<file path="src/rtl/fft_sample_loader.sv">
// ---------------------------------------------------------------------------
// fft_sample_loader
//
// Input stage of the FFT datapath. Packs a byte stream into complex samples.
// Each sample is a real byte followed by an imaginary byte. The loader stores
// one N_POINTS frame in bit-reversed order. It then holds the frame for the
// FFT core, which reads it through a combinational random-access port. The
// core hands the frame back with a frame_valid / frame_ack handshake.
//
// Parameters
//   N_POINTS : samples per frame (power of two, 4..16)
//   LOG2N    : log2(N_POINTS), the buffer address width
//   DW       : bits per real or imaginary component
//
// Ports
//   clk, rst_n   : clock; asynchronous active-low reset
//   ena          : global enable; when low, all state is frozen
//   in_data      : stream byte (real first, then imaginary)
//   in_valid     : in_data is valid this cycle
//   in_ready     : loader accepts a byte this cycle (FILL and enabled)
//   frame_valid  : a complete frame is stored and held (registered)
//   frame_ack    : FFT core is done with the frame; the loader refills
//   rd_addr      : buffer read address
//   rd_re, rd_im : real / imaginary part at rd_addr (combinational)
//   sample_cnt   : samples completed in the current frame
//                  (reads N_POINTS while full)
//   overflow     : sticky flag, set when a byte is offered while full
// ---------------------------------------------------------------------------
module fft_sample_loader #(
  parameter int N_POINTS = 8,
  parameter int LOG2N    = 3,
  parameter int DW       = 8
) (
  input  logic             clk,
  input  logic             rst_n,
  input  logic             ena,
  input  logic [DW-1:0]    in_data,
  input  logic             in_valid,
  output logic             in_ready,
  output logic             frame_valid,
  input  logic             frame_ack,
  input  logic [LOG2N-1:0] rd_addr,
  output logic [DW-1:0]    rd_re,
  output logic [DW-1:0]    rd_im,
  output logic [LOG2N:0]   sample_cnt,
  output logic             overflow
);

  typedef enum logic { FILL, FULL } state_t;
  typedef enum logic { REAL, IMAG } phase_t;

  localparam logic [LOG2N:0] LAST_IDX = (LOG2N + 1)'(N_POINTS - 1);
  localparam logic [LOG2N:0] CNT_ONE  = (LOG2N + 1)'(1);

  state_t            state;
  phase_t            phase;
  logic [DW-1:0]     hold_re;
  logic [DW-1:0]     buf_re [N_POINTS];
  logic [DW-1:0]     buf_im [N_POINTS];

  logic              xfer;
  logic              pair_done;
  logic [LOG2N-1:0]  wr_addr;

  // Reverse the LOG2N address bits. Sample k lands at bitrev(k), so the
  // FFT core can run its butterflies in natural order.
  function automatic logic [LOG2N-1:0] bitrev(input logic [LOG2N-1:0] a);
    logic [LOG2N-1:0] r;
    r = '0;
    for (int i = 0; i < LOG2N; i++) begin
      r[i] = a[LOG2N-1-i];
    end
    return r;
  endfunction

  // The loader is ready only while it is collecting a frame. Gating with ena
  // keeps the upstream side from counting a byte as sent while the loader
  // is frozen.
  assign in_ready  = (state == FILL) & ena;
  assign xfer      = in_valid & in_ready;
  assign pair_done = xfer & (phase == IMAG);
  assign wr_addr   = bitrev(sample_cnt[LOG2N-1:0]);

  // Control FSM: state, byte phase, sample counter, and registered flags.
  // NOTE: every sequential block uses non-blocking assignments, so all
  // registers update together from the values sampled at the edge.
  always_ff @(posedge clk or negedge rst_n) begin
    if (!rst_n) begin
      state       <= FILL;
      phase       <= REAL;
      hold_re     <= '0;
      sample_cnt  <= '0;
      frame_valid <= 1'b0;
      overflow    <= 1'b0;
    end else if (ena) begin
      case (state)
        FILL: begin
          // In FILL, frame_ack is ignored on purpose. Only a held frame
          // can be released.
          if (xfer) begin
            if (phase == REAL) begin
              hold_re <= in_data;
              phase   <= IMAG;
            end else begin
              phase      <= REAL;
              sample_cnt <= sample_cnt + CNT_ONE;
              if (sample_cnt == LAST_IDX) begin
                state       <= FULL;
                frame_valid <= 1'b1;
              end
            end
          end
        end
        FULL: begin
          // A byte offered while full is dropped. This includes the cycle
          // in which the ack is taken.
          if (in_valid) begin
            overflow <= 1'b1;
          end
          if (frame_ack) begin
            state       <= FILL;
            phase       <= REAL;
            sample_cnt  <= '0;
            frame_valid <= 1'b0;
          end
        end
        default: begin
          state <= FILL;
        end
      endcase
    end
  end

  // Sample buffer. The real part comes from the holding register and the
  // imaginary part comes straight from the stream. Both are written in the
  // cycle the pair completes.
  // NOTE: the buffer has a reset. The whole frame must read zero after
  // reset, so this storage maps to flops and not to a RAM macro.
  always_ff @(posedge clk or negedge rst_n) begin
    if (!rst_n) begin
      for (int i = 0; i < N_POINTS; i++) begin
        buf_re[i] <= '0;
        buf_im[i] <= '0;
      end
    end else if (ena && pair_done) begin
      buf_re[wr_addr] <= hold_re;
      buf_im[wr_addr] <= in_data;
    end
  end

  // Combinational read port. The contents cannot change while FULL, because
  // no transfer is accepted in that state.
  assign rd_re = buf_re[rd_addr];
  assign rd_im = buf_im[rd_addr];

endmodule

</file>
<file path="config.mk">
export PLATFORM = sky130hd
export DESIGN_NAME = fft_sample_loader
export DESIGN_NICKNAME = d
export VERILOG_FILES = /design/src/rtl/fft_sample_loader.sv
export SDC_FILE = /design/constraint.sdc
export NUM_CORES = 1
export LEC_CHECK = 0
export BUFFER_PORTS_ARGS = -buffer_cell sky130_fd_sc_hd__buf_2
export CAP_MARGIN = 40
export CORE_MARGIN = 3
export CORE_UTILIZATION = 35
export CTS_BUF_LIST = sky130_fd_sc_hd__clkbuf_2 sky130_fd_sc_hd__clkbuf_4 sky130_fd_sc_hd__clkbuf_8
export CTS_CLUSTER_DIAMETER = 100
export CTS_CLUSTER_SIZE = 16
export DETAILED_ROUTE_END_ITERATION = 16
export SYNTH_ARGS = -nofsm -noshare
export SYNTH_HDL_FRONTEND = slang
export SYNTH_SLANG_ARGS = --single-unit
</file>
<file path="constraint.sdc">
create_clock -name clk -period 2.7 [get_ports clk]
set_input_delay 0.54 -clock clk [delete_from_list [all_inputs] [get_ports clk]]
set_output_delay 0.54 -clock clk [all_outputs]
set_load 0.005 [all_outputs]
</file>
==> results.yml <==
run_status:
  status: "complete, no violations"
global_routing:
  grt_overflow: 0
  antenna_found_initial: 0
  grt_usage_pct: 14.5
  grt_pass1_vias: 3969
  grt_max_degree: 74
  grt_pass1_wl_mm: 22.6
detailed_routing:
  via_per_inst: 5.25
  wirelength_mm: 13.7
  route.detailed.wl_per_inst_um: 19.9
  antenna_left: 0
  drtIter0Drc: 156
  drc: 0
  first_pass_iters: 4
  vias: 3626
final_layout:
  syn_to_final_growth_pct: 13.6
  final_area_um2: 7560
  finish.utilization_pct: 41.3
  antenna_cells: 0
  drive_gt1_share_pct: 59.5
  final_nets: 471
timing:
  worstMarginPinSlew_ns: 0.697
  max_freq_mhz: 416
  slew_headroom_pct: 53.5
  min_period_ns: 2.41
  rsz0062_at_grt: "no"
  hold_ws_ns: 0.108
  final-setup-viol-count: 0
  finalHoldViolations: 0
  setup_tns_ns: 0
  slew_viol_final: 0
  final.period_utilization_pct: 89.1
  finClkSkew_ns: 0.00809
  fin_ws_ns: 0.294
setup_path:
  path_cells: "buf_2 -> buf_12 -> mux4_2 -> mux2_2 -> buf_2"
  cp.required_ns: 2.16
  startpoint_type: "input pin"
  critPathMaxStageDelay_ns: 0.52
  reg2reg_depth: 3
  worstReg2RegEnd: "buf_re[35]"
  r2r_setup_slack_ns: 0.64
  crit_top_cell: "buf_2"
  worstPathMaxFanout: 16
  path_class: "input pin to output pin"
  cp-end-kind: "output pin"
  arrival_ns: 1.87
  slowest_stage: "mux4_2"
  rr_startpoint: "state"
floorplan:
  start_util_pct: 36.3
  pin_count: 39
  fp.dieH_um: 144
  coreArea_um2: 18300
  die_x_um: 144
  dieArea_um2: 20700
  num_rows: 49
power_and_ir_drop:
  p_per_area_nw_per_um2: 987
  peakVddDrop_uv: 356
  leakagePower_uw: 0.00343
synth:
  synthFlopType: "dfrtp_1"
  synthMuxAreaShare_pct: 38.0
  synth_top_area_cell: "dfrtp_1"
  ys_seq_elements: 144
  synth-xor-area-share_pct: 0
  synthArstFlopShare_pct: 100
  synthesis.nets: 426
  synth_top_family_by_area: "multiplexers"
  netlist.area_leader.share_pct: 54.1
  syn_inst: 404
  synth_cell_types: 34
  synth_area_um2: 6660
  yosys.area_share.simple_pct: 2.48
  post_synth.cell_area_avg_um2: 16.5
  synth-compound-area-share_pct: 1.35
  synth_fa_ha_area_share_pct: 1.13
  ys_top_cells_by_area: "dfrtp_1 (54%), mux2_2 (22%), mux4_2 (11%)"
  yosys_warnings: 0
  yosysSeqAreaShare_pct: 54.1
  synth_edf_count: 0
clock_network:
  cts_buffers: 17
  htree_levels: 4
  cts_hold_buf: 0
  clock_tree.buffer_depth: 2
  root_buffer: "clkbuf_8"
  worstSkewPairLatency_ns: 0.45
  clock_sinks: 144
  cts_resized: 0
  postCtsSetupBuffers: 0
  tritoncts: "built"
  clk_pin_slew_worst_paths_ns: 0.07
placed_design:
  port_buffers: 38
  postPlaceCellArea_um2: 7130
  dpl.hpwl_mm: 8.02
  routabilityCongestion: 0.780
  dp_slack_ns: 0.280
flow_run:
  drv_cap: 0
min_path:
  hold_class: "input pin to async pin"
==> metal layers <==
layer  GRT usage (%)  vias to the layer above  part of all wire [%]
li1                -                     1595                     -
met1            19.4                     1956                    46
met2            23.2                       57                    49
met3            3.33                       18                   3.2
met4            5.20                        0                   1.7
met5               0                        -                     0
==> kinds of logic (layout without fill, tap and decap cells) <==
| family | after synthesis | after routing |
|---|---|---|
| and+or+nand+nor | 25 | 25 |
| adders and majority gates | 6 | 6 |
| AOI/OAI and AO/OA | 13 | 13 |
| muxes | 186 | 186 |
| DFF | 144 | 144 |
| buffers and inverters | 30 | 88 |
==> flip-flops by register name (all words and copies together), names as in the netlist <==
name / cells
state: 1
frame_valid: 1
hold_re: 8
overflow: 1
buf_im: 64
buf_re: 64
phase: 1
sample_cnt: 4
==> layout make-up <==
type	count	area, µm²
Clock buffer	18	248
Sequential cell	144	3600
Timing Repair Buffer	51	357
Multi-Input combinational cell	230	2860
Fill cell	1663	10800
Inverter	5	18.8
Tap cell	229	287
Clock inverter	14	190
==> critical path, delay by kind of cell <==
family                 cells  cell delay (ns)
buffers and inverters      3             0.49
multiplexers               2             0.82
==> cell usage in the layout, fill, tap and decap left out <==
cell	synthesis	routed
a21oi_1	1	1
a22o_1	2	2
a2bb2oi_1	1	1
a31o_2	1	1
a31oi_1	2	2
and3_4	2	2
and4_1	1	1
and4b_1	1	1
buf_12	2	5
buf_2	12	37
buf_4	1	8
buf_6	4	1
bufinv_16	0	4
clkbuf_8	0	18
clkinv_2	0	3
clkinv_4	0	2
clkinvlp_4	0	5
dfrtp_1	144	144
ha_1	6	6
inv_1	5	5
mux2_1	3	3
mux2_2	131	131
mux2_4	20	20
mux4_2	32	32
nand2_1	6	6
nand2_2	1	1
nand2b_1	1	1
nand3_1	1	1
nand4_1	1	1
nand4b_1	3	3
nor2_1	1	1
nor2_2	4	4
nor2b_1	2	2
nor3_2	1	1
o211ai_1	1	1
o21ai_0	3	3
o31ai_1	2	2
==> cells in the mapped netlist, drive strengths merged (2+ instances only) <==
| master | count |
|---|---|
| buf | 20 |
| clkbuf | 5 |
| nand2 | 7 |
| dfrtp | 144 |
| nand4b | 3 |
| nor2b | 2 |
| a31oi | 2 |
| ha | 6 |
| and3 | 2 |
| a22o | 2 |
| mux4 | 32 |
| mux2 | 154 |
| o21ai | 3 |
| o31ai | 2 |
| nor2 | 5 |
| inv | 5 |
==> metrics by stage <==
step,std cells,power (µW)
after floorplan,404,5060
after global placement,659,5580
after detailed placement,659,5690
after CTS,691,7570
after global routing,691,7950
final,691,7470
==> where the power goes <==
group	leakage, µW	switching (µW)	internal, µW
clock	0.000207	829	1030
combinational	0.00137	619	1360
sequential	0.00186	555	3070
==> how the worst max path moves through the flow <==
stage,startpoint,endpoint,slack (ns),cells past startpoint
2_1_floorplan,rd_addr[1],rd_im[0],0.40,4
3_3_place_gp,rd_addr[1],rd_im[3],0.29,5
3_5_place_dp,rd_addr[1],rd_im[3],0.28,5
4_1_cts,rd_addr[1],rd_im[3],0.28,5
5_1_grt,rd_addr[1],rd_im[3],0.23,5
6_report,rd_addr[1],rd_im[3],0.29,5
No activity file was read; power rests on OpenSTA's default activity.
